**src/rtl/dac_spi_writer.sv**
```systemverilog
// Serial back end for the DAC command path: shifts 16-bit words MSB-first
// over SCLK/DIN/SYNC_n with a one-deep pending buffer and busy/done/overrun flags.
module dac_spi_writer #(
  parameter int CLK_DIV = 4,
  parameter int DATA_W  = 16
) (
  input  logic              clk,
  input  logic              rst,
  input  logic              ctrl_dac,
  input  logic [DATA_W-1:0] dato_dac,
  output logic              busy,
  output logic              done,
  output logic              overrun,
  output logic              dac_sclk,
  output logic              dac_din,
  output logic              dac_sync_n
);

  localparam int TW = (CLK_DIV > 1) ? $clog2(CLK_DIV) : 1;
  localparam int BW = (DATA_W > 1) ? $clog2(DATA_W) : 1;
  localparam logic [TW-1:0] T_LAST = TW'(CLK_DIV - 1);
  localparam logic [BW-1:0] B_LAST = BW'(DATA_W - 1);

  typedef enum logic [2:0] {
    IDLE,
    SETUP,
    SHIFT,
    HOLD,
    GAP
  } state_t;

  state_t            state, state_n;
  logic [TW-1:0]     tmr, tmr_n;
  logic [BW-1:0]     bit_cnt, bit_cnt_n;
  logic              low_half, low_half_n;
  logic [DATA_W-1:0] shreg, shreg_n;
  logic [DATA_W-1:0] pend, pend_n;
  logic              pend_v, pend_v_n;
  logic              busy_n, done_n, overrun_n;
  logic              sclk_n, din_n, sync_n_n;
  logic              tmr_last;
  logic              gap_end;
  logic              in_frame;

  assign tmr_last = (tmr == T_LAST);
  assign gap_end  = (state == GAP) && tmr_last;

  always_ff @(posedge clk or posedge rst) begin
    if (rst) begin
      state      <= IDLE;
      tmr        <= '0;
      bit_cnt    <= '0;
      low_half   <= 1'b0;
      shreg      <= '0;
      pend       <= '0;
      pend_v     <= 1'b0;
      busy       <= 1'b0;
      done       <= 1'b0;
      overrun    <= 1'b0;
      dac_sclk   <= 1'b1;
      dac_din    <= 1'b0;
      dac_sync_n <= 1'b1;
    end else begin
      state      <= state_n;
      tmr        <= tmr_n;
      bit_cnt    <= bit_cnt_n;
      low_half   <= low_half_n;
      shreg      <= shreg_n;
      pend       <= pend_n;
      pend_v     <= pend_v_n;
      busy       <= busy_n;
      done       <= done_n;
      overrun    <= overrun_n;
      dac_sclk   <= sclk_n;
      dac_din    <= din_n;
      dac_sync_n <= sync_n_n;
    end
  end

  always_comb begin
    state_n    = state;
    tmr_n      = tmr_last ? '0 : tmr + TW'(1);
    bit_cnt_n  = bit_cnt;
    low_half_n = low_half;
    shreg_n    = shreg;
    pend_n     = pend;
    pend_v_n   = pend_v;
    done_n     = 1'b0;
    overrun_n  = 1'b0;

    case (state)
      IDLE: begin
        tmr_n = '0;
        if (ctrl_dac) begin
          shreg_n    = dato_dac;
          state_n    = SETUP;
          bit_cnt_n  = '0;
          low_half_n = 1'b0;
        end
      end
      SETUP: begin
        if (tmr_last) state_n = SHIFT;
      end
      SHIFT: begin
        if (tmr_last) begin
          if (!low_half) begin
            low_half_n = 1'b1;
          end else begin
            low_half_n = 1'b0;
            if (bit_cnt == B_LAST) begin
              state_n = HOLD;
            end else begin
              bit_cnt_n = bit_cnt + BW'(1);
              shreg_n   = shreg << 1;
            end
          end
        end
      end
      HOLD: begin
        if (tmr_last) begin
          state_n = GAP;
          done_n  = 1'b1;
        end
      end
      GAP: begin
        if (tmr_last) begin
          // pending word wins; a strobe on this edge refills the buffer
          if (pend_v) begin
            shreg_n    = pend;
            state_n    = SETUP;
            bit_cnt_n  = '0;
            low_half_n = 1'b0;
            pend_v_n   = ctrl_dac;
            if (ctrl_dac) pend_n = dato_dac;
          end else if (ctrl_dac) begin
            shreg_n    = dato_dac;
            state_n    = SETUP;
            bit_cnt_n  = '0;
            low_half_n = 1'b0;
          end else begin
            state_n = IDLE;
          end
        end
      end
      default: state_n = IDLE;
    endcase

    if (ctrl_dac && state != IDLE && !gap_end) begin
      pend_n    = dato_dac;
      pend_v_n  = 1'b1;
      overrun_n = pend_v;
    end
  end

  always_comb begin
    in_frame = (state_n == SETUP) || (state_n == SHIFT) ||
               (state_n == HOLD);
    sync_n_n = !in_frame;
    sclk_n   = !((state_n == SHIFT) && low_half_n);
    din_n    = in_frame && shreg_n[DATA_W-1];
    busy_n   = (state_n != IDLE) || pend_v_n;
  end

endmodule
```
**config.mk**
```make
export PLATFORM = sky130hd
export DESIGN_NAME = dac_spi_writer
export DESIGN_NICKNAME = d
export VERILOG_FILES = /design/src/rtl/dac_spi_writer.sv
export SDC_FILE = /design/constraint.sdc
export NUM_CORES = 1
export LEC_CHECK = 0
export CAP_MARGIN = 20
export CORE_AREA = 2 2 77 79
export DETAILED_ROUTE_END_ITERATION = 6
export DIE_AREA = 0 0 79 81
export MAX_ROUTING_LAYER = met4
export PLACE_DENSITY = 0.67
export SLEW_MARGIN = 5
export SYNTH_ARGS = -nofsm -noshare
export SYNTH_HDL_FRONTEND = slang
export SYNTH_SLANG_ARGS = --single-unit
```
**constraint.sdc**
```tcl
create_clock -name clk -period 3.55 [get_ports clk]
set_input_delay 0.71 -clock clk [delete_from_list [all_inputs] [get_ports clk]]
set_output_delay 0.71 -clock clk [all_outputs]
set_load 0.05 [all_outputs]
```
# Word level (Yosys, flattened, before mapping)

Cells that the tools add are included.

Register bits: 49
Bits in latches: 0
Memory bits (writable): 0
ROM bits: 0
Input bits: 19
Memories kept: 0

Add/sub/neg operators: 2
Multipliers: 0
Div/mod/pow operators: 0
Order comparisons: 0
Equal/unequal tests: 13
Shifts and indexed selects: 0
Multiplexer cells: 44
Bitwise gates (word level): 0
Reductions and logical operators: 21

Operators with widths:

| cell                                                 | number |
|---|---|
| two-way mux 16 bit                                   | 11 |
| one-hot mux 16 bit (3 select lines)                  | 1 |
| two-way mux 4 bit                                    | 6 |
| two-way mux 3 bit                                    | 7 |
| one-hot mux 3 bit (5 select lines)                   | 1 |
| two-way mux 1 bit                                    | 14 |
| equality test 3 x 2 -> 1 bit (second input constant) | 4 |
| one-hot mux 4 bit (3 select lines)                   | 1 |
| nonzero test 3 bit                                   | 3 |
| inequality test 2 bit (second input constant)        | 4 |
| nonzero test 2 bit                                   | 4 |
| equality test 3 x 1 -> 1 bit (second input constant) | 2 |
| logical AND 1 bit                                    | 5 |
| AND reduction 5 bit                                  | 1 |
| adder 4 x 1 -> 4 bit (second input constant)         | 1 |
| equality test 4 bit (second input constant)          | 1 |
| two-way mux 2 bit                                    | 2 |
| AND reduction 4 bit                                  | 1 |
| equality test 3 bit (second input constant)          | 1 |
| zero test 1 bit                                      | 3 |
| zero test 3 bit                                      | 1 |
| logical OR 1 bit                                     | 3 |
| one-hot mux 1 bit (3 select lines)                   | 1 |
| adder 2 x 1 -> 2 bit (second input constant)         | 1 |
| equality test 2 bit (second input constant)          | 1 |

# Depth between registers and ports, before layout

Gate-level depths: netlist of the first run.

Depth in word-level cells: 9
Gate-level depth with buffers: 7
Gate-level depth less buffers: 5

# Worst setup path after synthesis of the first run

Ideal clock, no wire load.

Kind: input to register
Start point: in ctrl_dac
End point: reg shreg[0]
Library setup time: 126 ps
Arrival: 1645 ps
Path slack: 1779 ps
Stages on the path: 5
Path buffers: 2
Cell sequence: buf_2 -> buf_2 -> nor2_1 -> a21o_1 -> a221o_1

Cells in the longest elaborated chain, start to end: 4

Ends and longest elaborated chain:

| item                                  | line | source |
|---|---|---|
| from (decl)                           | 9    | `input logic ctrl_dac,` |
| two-way mux 16 bit *                  | --   |  |
| two-way mux 16 bit (2 in series)      | --   |  |
| one-hot mux 16 bit (3 select lines) * | --   |  |
| to (signal assigned)                  | 68   | `shreg <= shreg_n;` |
| to (decl)                             | 36   | `logic [DATA_W-1:0] shreg, shreg_n;` |

Every way passes the cells marked *; elsewhere a longest branch is shown, timed or not. The select of a mux whose other input is x is not followed.
A chain may end at the register's enable or synchronous reset.

# Worst setup path after layout of the first run

Start point: in ctrl_dac
End point: reg shreg[8]

Same word-level chain as after synthesis.

==> run_results.csv, run 1 <==
group,metric,value,unit
sta,minimum_clock_period,2.36,ns
placed_design,dp_hpwl,3110,um
global_route,grt.overflow.total,0,
logic_synthesis,yosys_warnings,0,
power_and_ir_drop,power_leakage,1.18,nW
routing,via_per_inst,5.67,
sta,max_freq,424,MHz
power_and_ir_drop,net-switching-power,0.754,mW
die,die_width,79,um
critical_path,worstPathArrival,2.55,ns
logic_synthesis,postSynthNetCount,225,
power_and_ir_drop,clockPowerShare,16.0,%
cts,cts.sink_count,49,
power_and_ir_drop,power.combinational.fraction,36.5,%
sta,final-hold-violation-count,0,
logic_synthesis,synth_area_leader_cell,"dfrtp_1",
logic_synthesis,synth.yosys.seq_area_share,49.9,%
global_route,grt_first_pass_wirelength,8060,um
power_and_ir_drop,swShare,37.5,%
logic_synthesis,post_synth_num_cell_types,49,
die,floorplan.rows,28,
sta,final.setup_skew,0.0142,ns
cts,cts_buffers,5,
cts,deepest_level_of_the_cts_h_tree,2,
routing,drt_wl_total,4790,um
die,ioPinCount,25,
logic_synthesis,synthesis.area,0.00246,mm2
routing,firstDrtPassIters,4,
sta,period_share,66.4,%
logic_synthesis,post_synth_main_area_contributors,"dfrtp_1 48%, mux2_1 7.8%, a221o_1 6.5%, mux2i_1 5.7%, o2bb2ai_1 5.0%",
worst_hold_path,min_from,"tmr[0]",
logic_synthesis,fraction_of_synthesis_flops_using_an_asynchronous_set_or_reset_pin,100,%
critical_path,reg2reg_from,"tmr[0]",
routing,route.detailed.drc,0,
sta,setup_viol,0,
critical_path,critPathCaptureType,"flop",
logic_synthesis,synth_area_per_inst,12.1,um2
critical_path,r2r-end,"bit_cnt[2]",
critical_path,cp-start-kind,"input pin",
cts,cts_tree,"built",
global_route,antenna_found_initial,0,
die,start_util,43.4,%
global_route,global_route.usage.total,16.6,%
run_status,status,"complete, no violations",
routing,num_vias,1694,
final_layout,post-route-util,49.8,%
final_layout,layout.filler_cells,540,
power_and_ir_drop,power.density_cell_area,711,mW/mm2
cts,hold_buffers,0,
sta,worst_slew_pin_slew,0.824,ns
critical_path,worst_reg_to_reg_cells,5,
worst_hold_path,min-delay-path-class,"flop to flop",
placed_design,place.detailed.instances,290,
sta,fin_setup_tns,0,ns
final_layout,layout_area_overhead,14.9,%
die,core_area,0.00568,mm2
power_and_ir_drop,design_power_total,2.01,mW
logic_synthesis,synth_seq_cells,49,
cts,path_clk_slew,0.09,ns
global_route,via_count_of_the_first_global_routing_pass,1698,
worst_hold_path,worst_hold_path_stage_count,1,
logic_synthesis,synth_enable_flop_cells,0,
logic_synthesis,yosysTopAreaCellShare,47.8,%
sta,slew-limit-headroom,45.1,%
cts,post-cts-setup-buffers,0,
power_and_ir_drop,power.share.sequential,47.5,%
logic_synthesis,synth_flop_cell,"dfrtp_1",
power_and_ir_drop,worst_ir_drop_vdd,347,uV
global_route,grt_start_max_net_pins,50,
placed_design,port-buffer-count,24,
die,die_height,81,um
cts,cts-root-to-sink-buffers,2,
final_layout,finalNonFillerCells,299,
sta,unrepaired_setup_endpoints_after_global_routing,"no",
cts,post_cts_resized,0,
critical_path,reg2reg_setup_slack,1.22,ns
sta,final_max_slew_viol_count,0,
logic_synthesis,cell_count_after_synthesis,204,
critical_path,worstPathMaxFanout,14,
cts,cts_root_buffer,"clkbuf_8",
critical_path,worst-endpoint-required,3.75,ns
critical_path,criticalPathCategory,"input pin to flop",
placed_design,gp_congestion,0.787,
final_layout,drive_gt1_share,8.93,%
die,floorplan.die_area,0.00640,mm2
routing,ant_nets,0,
worst_hold_path,worstHoldEndpoint,"tmr[0]",
cts,insertion_delay,0.31,ns
power_and_ir_drop,internal_power,1.26,mW
routing,initialDrtViolationCount,153,
routing,detail_route.wl_per_cell,16.0,um
final_layout,antenna_cells,0,
final_layout,nets_final,244,
flow_run,cap_viol_max_count,0,
## how the worst max path moves through the flow
stage,from,end,slack [ns],cells past startpoint
2_1_floorplan,rst,bit_cnt[0],1.67,1
6_report,ctrl_dac,shreg[8],1.19,5
4_1_cts,ctrl_dac,shreg[8],1.20,5
5_1_grt,tmr[0],bit_cnt[2],1.03,5
3_5_place_dp,ctrl_dac,shreg[8],0.89,5
3_3_place_gp,ctrl_dac,shreg[2],0.90,5
## power by group through the flow
stage | logic (mW) | clock network (mW) | registers, mW
2_1_floorplan | 0.565 | 0 | 0.948
3_3_place_gp | 0.717 | 0 | 0.960
3_5_place_dp | 0.741 | 0 | 0.962
4_1_cts | 0.741 | 0.333 | 0.955
5_1_grt | 0.819 | 0.359 | 0.981
6_report | 0.734 | 0.321 | 0.955
## through the flow
step / cell area (um2) / worst slack, ns / hold slack [ns]
4_1_cts: 2810 / 1.20 / 0.451
6_report: 2830 / 1.19 / 0.447
3_3_place_gp: 2720 / 0.898 / 0.428
5_1_grt: 2830 / 1.03 / 0.467
2_1_floorplan: 2460 / 1.67 / 0.415
3_5_place_dp: 2720 / 0.886 / 0.436
## cells by family after synthesis
logic type      synth area share [%]
mux                             13.9
compound gates                  19.2
fa+ha+maj                       1.02
xor+xnor                       0.356
buf+inv                         3.81
flops                           49.9
simple gates                    11.7
## cell type report
cell class	instances	area, um2	area share (%)
Timing Repair Buffer	26	268	9.47
Clock buffer	7	76.3	2.70
Tap cell	75	93.8	3.32
Clock inverter	1	7.51	0.265
Sequential cell	49	1230	43.5
Multi-Input combinational cell	137	1140	40.3
Inverter	4	15.0	0.531
## worst max-delay path, stage by stage
cell and delay, ns:
clkdlybuf4s50_1 0.93, buf_4 0.33, mux2i_1 0.20, o2bb2ai_1 0.09, a221o_1 0.28
## synth_stat cells (all sizes together), types with 3 or more instances
master and instances:
dfrtp 47, mux2 18, a221o 16, buf 14
mux2i 14, o2bb2ai 14, nand2 10, o21ai 9
nor2 7, nor2b 6, inv 4, nand2b 4
a31oi 3, nand3 3, nor3 3, nor3b 3
## routing by layer
layer	part of all wire [%]	track usage, %	vias up
li1	-	-	812
met3	3.2	4.00	5
met2	47	24.8	26
met4	1.0	5.69	0
met1	49	22.4	851
met5	0	-	-
## sequential cells by signal, summed over array words and instances (netlist names)
signal,count
bit_cnt,4
busy,1
dac_din,1
dac_sclk,1
dac_sync_n,1
done,1
low_half,1
overrun,1
pend,16
pend_v,1
shreg,16
state,3
tmr,2
## cells in the final DEF (no fill, tap or decap), drive strengths merged, types with 4 or more instances in the layout
| cell type | netlist | routed |
|---|---|---|
| dfrtp | 47 | 47 |
| clkdlybuf4s50 | 0 | 24 |
| mux2 | 18 | 18 |
| a221o | 16 | 16 |
| mux2i | 14 | 14 |
| o2bb2ai | 14 | 14 |
| nand2 | 10 | 10 |
| o21ai | 9 | 9 |
| nor2 | 7 | 7 |
| clkbuf | 0 | 7 |
| nor2b | 6 | 6 |
| nand2b | 4 | 4 |
| inv | 4 | 4 |
(Power assumes the default switching activity.)
==> run 2, diff against run 1 <==
==> constraint.sdc (replaced) <==
create_clock -name clk -period 2.2 [get_ports clk]
set_input_delay 0.44 -clock clk [delete_from_list [all_inputs] [get_ports clk]]
set_output_delay 0.44 -clock clk [all_outputs]
set_load 0.05 [all_outputs]
==> run_results.csv, run 2 (synthesis results as in run 1) <==
group,metric,value,unit
power_and_ir_drop,design_power_total,3.33,mW
worst_hold_path,min-delay-path-class,"input pin to asynchronous set/reset pin",
critical_path,critPathCaptureType,"output pin",
power_and_ir_drop,power.combinational.fraction,38.3,%
routing,route.detailed.drc,0,
routing,via_per_inst,5.48,
sta,minimum_clock_period,2.06,ns
global_route,grt.overflow.total,0,
die,die_width,79,um
die,floorplan.rows,28,
final_layout,antenna_cells,0,
routing,detail_route.wl_per_cell,15.3,um
power_and_ir_drop,power.share.sequential,45.7,%
power_and_ir_drop,internal_power,2.10,mW
final_layout,reg_top3,"pend: 16 flops, shreg: 16 flops, bit_cnt: 4 flops",
routing,firstDrtPassIters,4,
final_layout,nets_final,253,
placed_design,gp_congestion,0.841,
critical_path,reg2reg_from,"tmr[0]",
power_and_ir_drop,power_leakage,1.24,nW
run_status,status,"complete, no violations",
final_layout,finalNonFillerCells,308,
cts,cts_buffers,5,
critical_path,r2r-end,"low_half",
global_route,grt_first_pass_wirelength,8180,um
sta,unrepaired_setup_endpoints_after_global_routing,"no",
final_layout,drive_gt1_share,13.3,%
die,die_height,81,um
final_layout,finalInstanceArea,0.00293,mm2
power_and_ir_drop,net-switching-power,1.23,mW
final_layout,layout_area_overhead,19.0,%
routing,drt_wl_total,4710,um
routing,initialDrtViolationCount,83,
cts,cts_tree,"built",
global_route,antenna_found_initial,0,
sta,final-hold-violation-count,0,
sta,slew-limit-headroom,66.9,%
placed_design,place.detailed.instances,300,
global_route,grt_start_max_net_pins,33,
critical_path,reg2reg_setup_slack,0.32,ns
sta,setup_ws,0.143,ns
sta,worst_slew_pin_slew,0.495,ns
sta,period_share,93.5,%
power_and_ir_drop,worst_ir_drop_vdd,600,uV
final_layout,most_common_cell_after_layout_fill_and_taps_aside,"dfrtp_1",
cts,cts-root-to-sink-buffers,2,
power_and_ir_drop,power.density_cell_area,1140,mW/mm2
cts,post-cts-setup-buffers,0,
placed_design,pre_cts_setup_slack,0.246,ns
cts,cts.sink_count,49,
die,start_util,43.4,%
placed_design,detailed_place.area,0.00284,mm2
die,floorplan.die_area,0.00640,mm2
cts,cts_root_buffer,"clkbuf_8",
power_and_ir_drop,clockPowerShare,16.0,%
cts,path_clk_slew,0.09,ns
power_and_ir_drop,swShare,36.9,%
routing,num_vias,1689,
sta,final_max_slew_viol_count,0,
critical_path,path_buf_inv,1,
critical_path,worstPathMaxFanout,1,
global_route,global_route.usage.total,17.0,%
critical_path,slowest_delay,0.79,ns
critical_path,worst-endpoint-required,1.76,ns
critical_path,crit_chain,"clkdlybuf4s50_1",
sta,holdWs,0.439,ns
critical_path,cp-start-kind,"flop",
critical_path,worst_reg_to_reg_cells,5,
die,ioPinCount,25,
sta,fin_setup_tns,0,ns
sta,max_freq,486,MHz
die,core_area,0.00568,mm2
cts,post_cts_resized,0,
flow_run,cap_viol_max_count,0,
placed_design,dp_hpwl,3300,um
critical_path,critPathSlowestCell,"clkdlybuf4s50_1",
critical_path,worstPathArrival,1.62,ns
critical_path,criticalPathCategory,"flop to output pin",
cts,insertion_delay,0.30,ns
sta,final.setup_skew,0.00616,ns
cts,deepest_level_of_the_cts_h_tree,2,
final_layout,post-route-util,51.6,%
global_route,via_count_of_the_first_global_routing_pass,1701,
placed_design,port-buffer-count,24,
routing,ant_nets,0,
critical_path,path_delay_family,"buffers and inverters",
final_layout,mostFrequentLayoutCells,"47 x dfrtp_1, 24 x clkdlybuf4s50_1, 17 x mux2_1",
cts,hold_buffers,0,
sta,setup_viol,0,
## run 2: changes by cell type in the layout (fill, tap and decap cells not counted)
| cell | delta |
|---|---|
| buf_4 | +7 |
| buf_12 | +2 |
| clkbuf_1 | -2 |
| clkinv_4 | +2 |
| clkinv_2 | +1 |
| clkinvlp_4 | -1 |
## run 2: layout make-up
cell class                 count  area, um2
inverter                       4       15.0
timing repair buffer          35        360
clock inverter                 3       22.5
multi-input combinational    137       1140
fill                         523       2750
clock buffer                   5       68.8
sequential                    49       1230
tap                           75       93.8
## run 2: metal layers
layer / vias up / part of all wire, % / global-route usage (%)
li1: 826 / - / -
met1: 818 / 49 / 23.1
met2: 41 / 46 / 25.8
met3: 4 / 4.4 / 4.00
met4: 0 / 0.81 / 4.14
met5: - / 0 / -
## run 2: power by group through the flow
stage	combinational (mW)	clock, mW	sequential (mW)
6_report	1.27	0.533	1.52
5_1_grt	1.41	0.588	1.58
4_1_cts	1.29	0.553	1.51
3_5_place_dp	1.30	0	1.53
3_3_place_gp	1.27	0	1.53
2_1_floorplan	0.912	0	1.53
## run 2: worst max-delay path by stage
stage | cells past startpoint | startpoint | end
floorplan | 7 | tmr[0] | shreg[10]
global placement | 5 | ctrl_dac | low_half
detailed placement | 5 | ctrl_dac | low_half
CTS | 1 | dac_sync_n | dac_sync_n
global route | 1 | dac_sync_n | dac_sync_n
finish | 1 | dac_sync_n | dac_sync_n
